--- src/rtl/secuenciador_prueba_motores_pkg.sv ---
// Shared types and default phase lengths for the motor-test stimulus sequencer.
// State encoding is visible here so checkers can decode the debug state output.
package secuenciador_prueba_motores_pkg;

    typedef enum logic [2:0] {
        S_IDLE    = 3'd0,
        S_RST_DUT = 3'd1,
        S_ESPERA  = 3'd2,
        S_CORRIDA = 3'd3,
        S_FIN     = 3'd4
    } estado_t;

    localparam int DEF_N_MOTORES      = 2;
    localparam int DEF_CICLOS_RESET   = 2;
    localparam int DEF_CICLOS_ESPERA  = 1;
    localparam int DEF_CICLOS_CORRIDA = 100;
    localparam int DEF_ANCHO_CNT      = 8;

    // A phase of N cycles needs to reach N-1 in an ANCHO-bit counter.
    function automatic bit fase_valida(input int ciclos, input int ancho);
        return (ciclos >= 1) && ((ancho >= 31) || (ciclos <= (1 << ancho)));
    endfunction

endpackage

--- src/rtl/secuenciador_prueba_motores_contador_saturado.sv ---
// Per-channel active-cycle counter: synchronous clear wins over enable,
// and the count sticks at all-ones instead of wrapping.
module contador_saturado #(
    parameter int ANCHO = 8
) (
    input  logic             clk,
    input  logic             rst_n,
    input  logic             en,
    input  logic             clr,
    output logic [ANCHO-1:0] q
);

    logic [ANCHO-1:0] r_q;

    always_ff @(posedge clk or negedge rst_n) begin
        if (!rst_n) begin
            r_q <= '0;
        end else if (clr) begin
            r_q <= '0;
        end else if (en && (r_q != '1)) begin
            r_q <= r_q + 1'b1;
        end
    end

    assign q = r_q;

endmodule

--- src/rtl/secuenciador_prueba_motores.sv ---
// Stimulus sequencer for the motor-controller DUT: reset -> settle -> run,
// counting per-channel motor activity and flagging activity seen before start.
module secuenciador_prueba_motores
    import secuenciador_prueba_motores_pkg::*;
#(
    parameter int N_MOTORES      = DEF_N_MOTORES,
    parameter int CICLOS_RESET   = DEF_CICLOS_RESET,
    parameter int CICLOS_ESPERA  = DEF_CICLOS_ESPERA,
    parameter int CICLOS_CORRIDA = DEF_CICLOS_CORRIDA,
    parameter int ANCHO_CNT      = DEF_ANCHO_CNT
) (
    input  logic                           CLK,
    input  logic                           REINICIO,
    input  logic                           INICIAR,
    input  logic [N_MOTORES-1:0]           MODO_CFG,
    input  logic [N_MOTORES-1:0]           MOTOR,
    output logic                           REINICIO_DUT,
    output logic                           ARRANQUE,
    output logic [N_MOTORES-1:0]           MODO,
    output logic                           OCUPADO,
    output logic                           TERMINADO,
    output logic                           ERROR,
    output logic [N_MOTORES*ANCHO_CNT-1:0] CICLOS_ON,
    output estado_t                        ESTADO_DBG
);

    if ((N_MOTORES < 1) || (ANCHO_CNT < 1) ||
        !fase_valida(CICLOS_RESET, ANCHO_CNT) ||
        !fase_valida(CICLOS_ESPERA, ANCHO_CNT) ||
        !fase_valida(CICLOS_CORRIDA, ANCHO_CNT)) begin : g_parametros_invalidos
        $error("secuenciador_prueba_motores: phase length or width out of range");
    end

    localparam logic [ANCHO_CNT-1:0] L_ULT_RESET   = ANCHO_CNT'(CICLOS_RESET - 1);
    localparam logic [ANCHO_CNT-1:0] L_ULT_ESPERA  = ANCHO_CNT'(CICLOS_ESPERA - 1);
    localparam logic [ANCHO_CNT-1:0] L_ULT_CORRIDA = ANCHO_CNT'(CICLOS_CORRIDA - 1);

    estado_t                r_estado;
    estado_t                w_estado_sig;
    logic [ANCHO_CNT-1:0]   r_cnt_fase;
    logic [N_MOTORES-1:0]   r_modo;
    logic                   r_reinicio_dut;
    logic                   r_arranque;
    logic                   r_ocupado;
    logic                   r_terminado;
    logic                   r_error;
    logic                   w_aceptar;
    logic                   w_pre_arranque;
    logic [N_MOTORES-1:0]   w_cuenta_en;

    always_comb begin
        w_estado_sig = r_estado;
        case (r_estado)
            S_IDLE:    if (INICIAR) w_estado_sig = S_RST_DUT;
            S_RST_DUT: if (r_cnt_fase == L_ULT_RESET) w_estado_sig = S_ESPERA;
            S_ESPERA:  if (r_cnt_fase == L_ULT_ESPERA) w_estado_sig = S_CORRIDA;
            S_CORRIDA: if (r_cnt_fase == L_ULT_CORRIDA) w_estado_sig = S_FIN;
            S_FIN:     w_estado_sig = S_IDLE;
            default:   w_estado_sig = S_IDLE;
        endcase
    end

    assign w_aceptar      = (r_estado == S_IDLE) && INICIAR;
    assign w_pre_arranque = (r_estado == S_RST_DUT) || (r_estado == S_ESPERA);
    assign w_cuenta_en    = (r_estado == S_CORRIDA) ? MOTOR : '0;

    // Outputs are registered from the next state so they line up with the state itself.
    always_ff @(posedge CLK or negedge REINICIO) begin
        if (!REINICIO) begin
            r_estado       <= S_IDLE;
            r_cnt_fase     <= '0;
            r_modo         <= '0;
            r_reinicio_dut <= 1'b0;
            r_arranque     <= 1'b0;
            r_ocupado      <= 1'b0;
            r_terminado    <= 1'b0;
            r_error        <= 1'b0;
        end else begin
            r_estado       <= w_estado_sig;
            r_cnt_fase     <= (w_estado_sig != r_estado) ? '0 : r_cnt_fase + 1'b1;
            r_reinicio_dut <= (w_estado_sig == S_RST_DUT);
            r_arranque     <= (w_estado_sig == S_CORRIDA);
            r_ocupado      <= (w_estado_sig != S_IDLE);
            r_terminado    <= (w_estado_sig == S_FIN);
            if (w_aceptar) begin
                r_modo <= MODO_CFG;
            end
            if (w_aceptar) begin
                r_error <= 1'b0;
            end else if (w_pre_arranque && (|MOTOR)) begin
                r_error <= 1'b1;
            end
        end
    end

    for (genvar g = 0; g < N_MOTORES; g++) begin : g_canal
        contador_saturado #(
            .ANCHO (ANCHO_CNT)
        ) u_contador (
            .clk   (CLK),
            .rst_n (REINICIO),
            .en    (w_cuenta_en[g]),
            .clr   (w_aceptar),
            .q     (CICLOS_ON[g*ANCHO_CNT +: ANCHO_CNT])
        );
    end

    assign REINICIO_DUT = r_reinicio_dut;
    assign ARRANQUE     = r_arranque;
    assign MODO         = r_modo;
    assign OCUPADO      = r_ocupado;
    assign TERMINADO    = r_terminado;
    assign ERROR        = r_error;
    assign ESTADO_DBG   = r_estado;

endmodule

--- config.mk ---
export PLATFORM = sky130hd
export DESIGN_NAME = secuenciador_prueba_motores
export DESIGN_NICKNAME = d
export VERILOG_FILES = /design/src/rtl/secuenciador_prueba_motores_pkg.sv /design/src/rtl/secuenciador_prueba_motores_contador_saturado.sv /design/src/rtl/secuenciador_prueba_motores.sv
export SDC_FILE = /design/constraint.sdc
export NUM_CORES = 1
export LEC_CHECK = 0
export CORE_MARGIN = 2
export CORE_UTILIZATION = 38
export CTS_CLUSTER_SIZE = 8
export DETAILED_ROUTE_END_ITERATION = 12
export PLACE_DENSITY = 0.7
export SLEW_MARGIN = 40
export SYNTH_ARGS = -nofsm -noshare
export SYNTH_HDL_FRONTEND = slang
export SYNTH_SLANG_ARGS = --single-unit
export TNS_END_PERCENT = 50
--- constraint.sdc ---
create_clock -name CLK -period 1.5 [get_ports CLK]
set_input_delay 0.45 -clock CLK [delete_from_list [all_inputs] [get_ports CLK]]
set_output_delay 0.45 -clock CLK [all_outputs]
set_load 0.02 [all_outputs]
After elaboration in Yosys (flattened, before gate mapping)
Index checks and enable logic that the tools add are counted.
{"block": "word_totals", "regBits": 34, "in_bits": 7, "output_inout_bits": 26, "word_cells": 49}
{"block": "op_classes", "n_addsub": 3, "eq_ne": 11, "mux": 13, "n_reduce_logical": 12}
{"cell": "$mux W8", "n": 5}
{"cell": "$add A8 B1 Y8 const B", "n": 3}
{"cell": "$ne A8 B8 Y1 const B", "n": 2}
{"cell": "$mux W3", "n": 4}
{"cell": "$pmux W3 S4", "n": 1}
{"cell": "$eq A3 B2 Y1 const B", "n": 3}
{"cell": "$eq A8 B1 Y1 const B", "n": 1}
{"cell": "$eq A8 B7 Y1 const B", "n": 1}
{"cell": "$logic_not A8 Y1", "n": 1}
{"cell": "$eq A3 B1 Y1 const B", "n": 2}
{"cell": "$reduce_bool A2 Y1", "n": 3}
{"cell": "$logic_and A1 B1 Y1", "n": 4}
{"cell": "$eq A3 B3 Y1 const B", "n": 1}
{"cell": "$logic_not A3 Y1", "n": 1}
{"cell": "$ne A3 B3 Y1", "n": 1}
{"cell": "$reduce_bool A3 Y1", "n": 1}
{"cell": "$mux W1", "n": 2}
{"cell": "$mux W2", "n": 1}
{"cell": "$reduce_or A2 Y1", "n": 1}
{"cell": "$logic_or A1 B1 Y1", "n": 1}

Depth between registers and ports, before layout
{"block": "logic_depth", "ltp_word": 5, "ltp_mapped": 6}

By module
A second synthesis with hierarchy kept.
{"block": "hier_totals", "hier_cells": 186, "area_unflattened_um2": 1868.0}
{"module": "secuenciador_prueba_motores", "instances": 1, "cells_each": 88, "area_per_inst_um2": 939.7, "seq_area_each_um2": 450.4}
{"module": "contador_saturado", "instances": 2, "cells_each": 49, "area_per_inst_um2": 464.2, "seq_area_each_um2": 200.2}

Least setup slack after synthesis
No wires, ideal clock.
{"block": "synth_timing", "kind": "register -> register", "from": "register g_canal[1].u_contador.r_q[0]", "to": "register g_canal[1].u_contador.r_q[5]", "arrival_time_ns": 1.499, "required_ns": 1.379, "setup_slack_ns": -0.120, "path_stages_with_launch": 6, "n_path_buf": 0, "period_less_slack_ns": 1.620, "cell_sequence": "dfrtp_1 -> ha_1 -> and3_1 -> a2111oi_4 -> xnor2_1 -> nor2_1"}
{"block": "synth_between", "elab_chain_len": 3, "word_cells_on_any_way": 6, "cone_classes": "add/sub: 1; eq/ne: 1; mux: 2; reduce/logical: 2"}
{"item": "from (decl)", "line": "secuenciador_prueba_motores_contador_saturado.sv:13", "rtl": "logic [ANCHO-1:0] r_q;"}
{"item": "from (signal assigned)", "line": "secuenciador_prueba_motores_contador_saturado.sv:21", "rtl": "r_q <= r_q + 1'b1;"}
{"item": "$add A8 B1 Y8 / $ne A8 B8 Y1 (equally long branches)", "line": "secuenciador_prueba_motores_contador_saturado.sv:21, secuenciador_prueba_motores_contador_saturado.sv:20"}
{"item": "$mux W8 / $logic_and A1 B1 Y1 (equally long branches)", "line": "secuenciador_prueba_motores_contador_saturado.sv:20", "rtl": "end else if (en && (r_q != '1)) begin"}
{"item": "$mux W8 / $reduce_bool A2 Y1 (equally long branches)"}
Several ways; a longest one is shown, not always the timed one. The select of a mux whose other input is x is not followed.
A chain may end at the register's enable or synchronous reset.

Final worst setup path
{"block": "layout_timing", "from": "input port INICIAR", "to": "register g_canal[0].u_contador.r_q[2]"}
{"block": "layout_between", "elab_chain_len": 2, "word_cells_on_any_way": 3, "cone_classes": "mux: 1; reduce/logical: 2"}
{"item": "from (decl)", "line": "secuenciador_prueba_motores.sv:14", "rtl": "input logic INICIAR,"}
{"item": "$logic_and A1 B1 Y1 *", "line": "secuenciador_prueba_motores.sv:63", "rtl": "assign w_aceptar = (r_estado == S_IDLE) && INICIAR;"}
{"item": "$mux W8 / $reduce_bool A2 Y1 (equally long branches)"}
{"item": "to (signal assigned)", "line": "secuenciador_prueba_motores_contador_saturado.sv:21"}
{"item": "to (decl)", "line": "secuenciador_prueba_motores_contador_saturado.sv:13"}
Every way passes the cells marked *; elsewhere a longest branch is shown, timed or not.

==> reports/qor.tcl <==
set qor(globalRoute.totalOverflow) 0
set qor(post_dp_cell_area_mm2) 0.00236
set qor(areaGrowthSynthToFinish_pct) 51.0
set qor(initial_utilization) 0.396
set qor(cp_data_arrival_time_ns) 1.67
set qor(die-area_mm2) 0.00513
set qor(finish.instance_area_mm2) 0.00263
set qor(unrepaired_setup_endpoints_after_global_routing) {true}
set qor(period_share) 0.995
set qor(grtUsageMet3) 0.0408
set qor(finish.net_count) 253
set qor(violation_count_after_the_first_detailed_route_iteration) 45
set qor(most_common_cell_after_layout_fill_and_taps_aside) {sky130_fd_sc_hd__buf_4}
set qor(cts.root.buffer_cell) {sky130_fd_sc_hd__clkbuf_8}
set qor(synth_simple_gate_area_frac) 0.265
set qor(seq_area_frac_synth) 0.490
set qor(core.rowCount) 24
set qor(drtAntennaViolNets) 0
set qor(synth_top_family_by_area) {simple AND/OR/NAND/NOR gates}
set qor(ys_seq_elements) 34
set qor(htree_num_levels) 2
set qor(numCtsBuffers) 5
set qor(pin_count) 33
set qor(netlist_area_mm2) 0.00174
set qor(num_vias) 1535
set qor(place.port_buffers) 32
set qor(ys_types) 39
set qor(most_crowded_layer_gr) {met2}
set qor(maximum_number_of_pins_on_one_net_before_global_route_repair) 35
set qor(synth-xor-area-share) 0.0706
set qor(grt_util_met2) 0.290
set qor(worstSetupEndpointType) {flip-flop}
set qor(synthesis.instances) 170
set qor(path_class) {in -> reg}
set qor(clk_path_buf_depth) 2
set qor(grt_pass1_wl_um) 6890
set qor(max_cap_violations) 0
set qor(preCtsSetupSlack_ns) -0.415
set qor(path_clk_slew_ns) 0.07
set qor(dp_hpwl_um) 2810
set qor(skew_ns) 0.00476
set qor(outcome) {completed}
set qor(gp_congestion) 0.815
set qor(finalWirelength_um) 4220
set qor(critPathMaxFanout) 9
set qor(fp.dieH_um) 71.6
set qor(leading_cell_types_in_the_layout_fill_and_taps_excluded) {sky130_fd_sc_hd__buf_4 (32), sky130_fd_sc_hd__dfrtp_1 (30), sky130_fd_sc_hd__nor2_1 (23)}
set qor(syn-mean-instance-area_um2) 10.2
set qor(cellPowerDensity_mw_per_mm2) 1800
set qor(hp-start) {MODO[0]}
set qor(ir_drop_mv) 1.01
set qor(core_mm2) 0.00438
set qor(post_drt_wl_per_cell_um) 14.4
set qor(p_leak_nw) 1.22
set qor(setup-tns-final_ns) 0
set qor(crit_path_start) {INICIAR}
set qor(finalWorstPathRequiredPeriod_ns) 1.49
set qor(max_slew.worst_pin.slew_ns) 0.376
set qor(vias_per_cell) 5.22
set qor(tritoncts_num_sinks) 34
set qor(worst_skew_pair.late_latency_ns) 0.29
set qor(cts_tree) {done}
set qor(crit_path_start_kind) {input pin}
set qor(drt-pass1-iter-count) 4
set qor(groute.usage.overall) 0.173
set qor(antenna_violations_before_repair) 0
set qor(setup_viol) 0
set qor(num_antenna_cells) 0
set qor(timing.final.hold_violations) 0
set qor(synth-adder-area-share) 0.0360
set qor(ys.warnings.count) 0
set qor(drive_gt1_frac) 0.343
set qor(timing.final.ws_setup_ns) 0.00694
set qor(yosys-mux-area-fraction) 0.0230
set qor(groute.layer.met1.usage) 0.209
set qor(synth_fp_nets) 182
set qor(drt_drc_violations_left) 0
set qor(first_global_vias) 1500
set qor(regToRegStartpoint) {r_cnt_fase[1]}
set qor(synth_compound_gate_area_share) 0.0922
set qor(slew_headroom) 0.747
set qor(max_freq_ghz) 0.670
set qor(die_width_um) 71.6
set qor(min-delay-path-class) {reg -> reg}
set qor(worst_ep_required_time_ns) 1.67
set qor(maxSlewViolCount) 0
set qor(cts.hold.buffers_added) 0
==> power breakdown <==
group,leakage (nW),internal (W),switching [W]
Combinational,0.743,0.00124,0.00128
Clock,0.0482,0.000370,0.000340
Sequential,0.428,0.00123,0.000272
Total,1.22,0.00284,0.00189
==> per-stage QoR <==
stage	total power, W	util	instances	hold slack, ns
final	0.00473	0.599	294	0.485
after global routing	0.00508	0.599	294	0.540
after CTS	0.00440	0.563	287	0.483
after detailed placement	0.00377	0.539	279	0.472
after global placement	0.00371	0.539	279	0.463
after floorplan	0.00269	-	170	0.154
==> registers in the layout (all words and copies together) (netlist names) <==
| register | flops |
|---|---|
| r_cnt_fase | 8 |
| MODO | 2 |
| ARRANQUE | 1 |
| REINICIO_DUT | 1 |
| ERROR | 1 |
| OCUPADO | 1 |
| ESTADO_DBG | 3 |
| TERMINADO | 1 |
| g_canal.u_contador.q | 16 |
==> timing repair <==
action                                 CTS  global route
endpoints found under the hold margin    0             0
setup buffers                            0             5
resized for setup                       41            35
setup endpoints to repair               42            34
cloned                                   0             2
pin swaps                                3            15
==> synth_stat cells <==
master | count | area, um2
sky130_fd_sc_hd__a2111oi_4 | 1 | 27.5
sky130_fd_sc_hd__a211oi_1 | 4 | 30.0
sky130_fd_sc_hd__a21bo_2 | 1 | 10.0
sky130_fd_sc_hd__a21oi_1 | 3 | 15.0
sky130_fd_sc_hd__a31oi_1 | 1 | 6.26
sky130_fd_sc_hd__a41oi_1 | 1 | 8.76
sky130_fd_sc_hd__and3_1 | 4 | 25.0
sky130_fd_sc_hd__and3b_1 | 1 | 8.76
sky130_fd_sc_hd__and4_1 | 4 | 35.0
sky130_fd_sc_hd__and4b_1 | 1 | 10.0
sky130_fd_sc_hd__buf_2 | 3 | 15.0
sky130_fd_sc_hd__buf_4 | 1 | 7.51
sky130_fd_sc_hd__clkbuf_1 | 1 | 3.75
sky130_fd_sc_hd__dfrtp_1 | 34 | 851
sky130_fd_sc_hd__ha_1 | 5 | 62.6
sky130_fd_sc_hd__inv_1 | 4 | 15.0
sky130_fd_sc_hd__mux2i_1 | 4 | 40.0
sky130_fd_sc_hd__nand2_1 | 20 | 75.1
sky130_fd_sc_hd__nand2b_1 | 2 | 12.5
sky130_fd_sc_hd__nand3_1 | 7 | 35.0
sky130_fd_sc_hd__nand3_2 | 1 | 10.0
sky130_fd_sc_hd__nand4_1 | 2 | 12.5
sky130_fd_sc_hd__nand4b_1 | 1 | 8.76
sky130_fd_sc_hd__nand4b_4 | 1 | 23.8
sky130_fd_sc_hd__nor2_1 | 26 | 97.6
sky130_fd_sc_hd__nor3_1 | 7 | 35.0
sky130_fd_sc_hd__nor4_1 | 2 | 12.5
sky130_fd_sc_hd__nor4_4 | 1 | 21.3
sky130_fd_sc_hd__nor4b_2 | 1 | 15.0
sky130_fd_sc_hd__nor4bb_1 | 1 | 10.0
sky130_fd_sc_hd__o211ai_1 | 4 | 30.0
sky130_fd_sc_hd__o21a_1 | 1 | 7.51
sky130_fd_sc_hd__o21ai_0 | 1 | 5.00
sky130_fd_sc_hd__o21ai_1 | 1 | 5.00
sky130_fd_sc_hd__o31ai_1 | 2 | 15.0
sky130_fd_sc_hd__or2_1 | 1 | 6.26
sky130_fd_sc_hd__or3_1 | 1 | 6.26
sky130_fd_sc_hd__xnor2_1 | 8 | 70.1
sky130_fd_sc_hd__xor2_1 | 6 | 52.6
==> cell families (layout without fill, tap and decap cells) <==
| group | after synthesis | in the layout |
|---|---|---|
| compound gates | 20 | 20 |
| flops | 34 | 34 |
| xor+xnor | 14 | 14 |
| fa+ha+maj | 5 | 5 |
| mux | 4 | 4 |
| buf+inv | 9 | 81 |
| simple gates | 84 | 84 |
==> final timing paths <==
path | end | slack [ns] | cells after the start
min in group asynchronous | g_canal[1].u_contador.q[5] | 0.52 | 2
worst max register to register | r_cnt_fase[3] | 0.02 | 5
worst max-delay path | g_canal[0].u_contador.q[2] | 0.007 | 5
max in group asynchronous | ESTADO_DBG[0] | 0.77 | 2
worst min register to register | MODO[0] | 0.49 | 2
worst min-delay path | MODO[0] | 0.49 | 2
==> routing by layer <==
metal  vias up  routed length, um
li1        747                  -
met5         -                  0
met2        37               2100
met1       739               1790
met3        12                204
met4         0                129
==> layout make-up <==
cell class                      instances  area, um2
Fill cell                             393       1760
Timing Repair Buffer                   69        602
Clock buffer                            7       86.3
Inverter                                4       17.5
Sequential cell                        34        856
Tap cell                               52       65.1
Multi-Input combinational cell        127        993
Clock inverter                          1       5.00
==> worst max-delay path, stage by stage <==
cell and delay (ns):
sky130_fd_sc_hd__clkdlybuf4s50_1 0.50, sky130_fd_sc_hd__nand2b_1 0.09, sky130_fd_sc_hd__or3_4 0.41, sky130_fd_sc_hd__o211ai_1 0.12, sky130_fd_sc_hd__o31ai_1 0.10
Note: power is estimated with default switching activity, not from simulation.
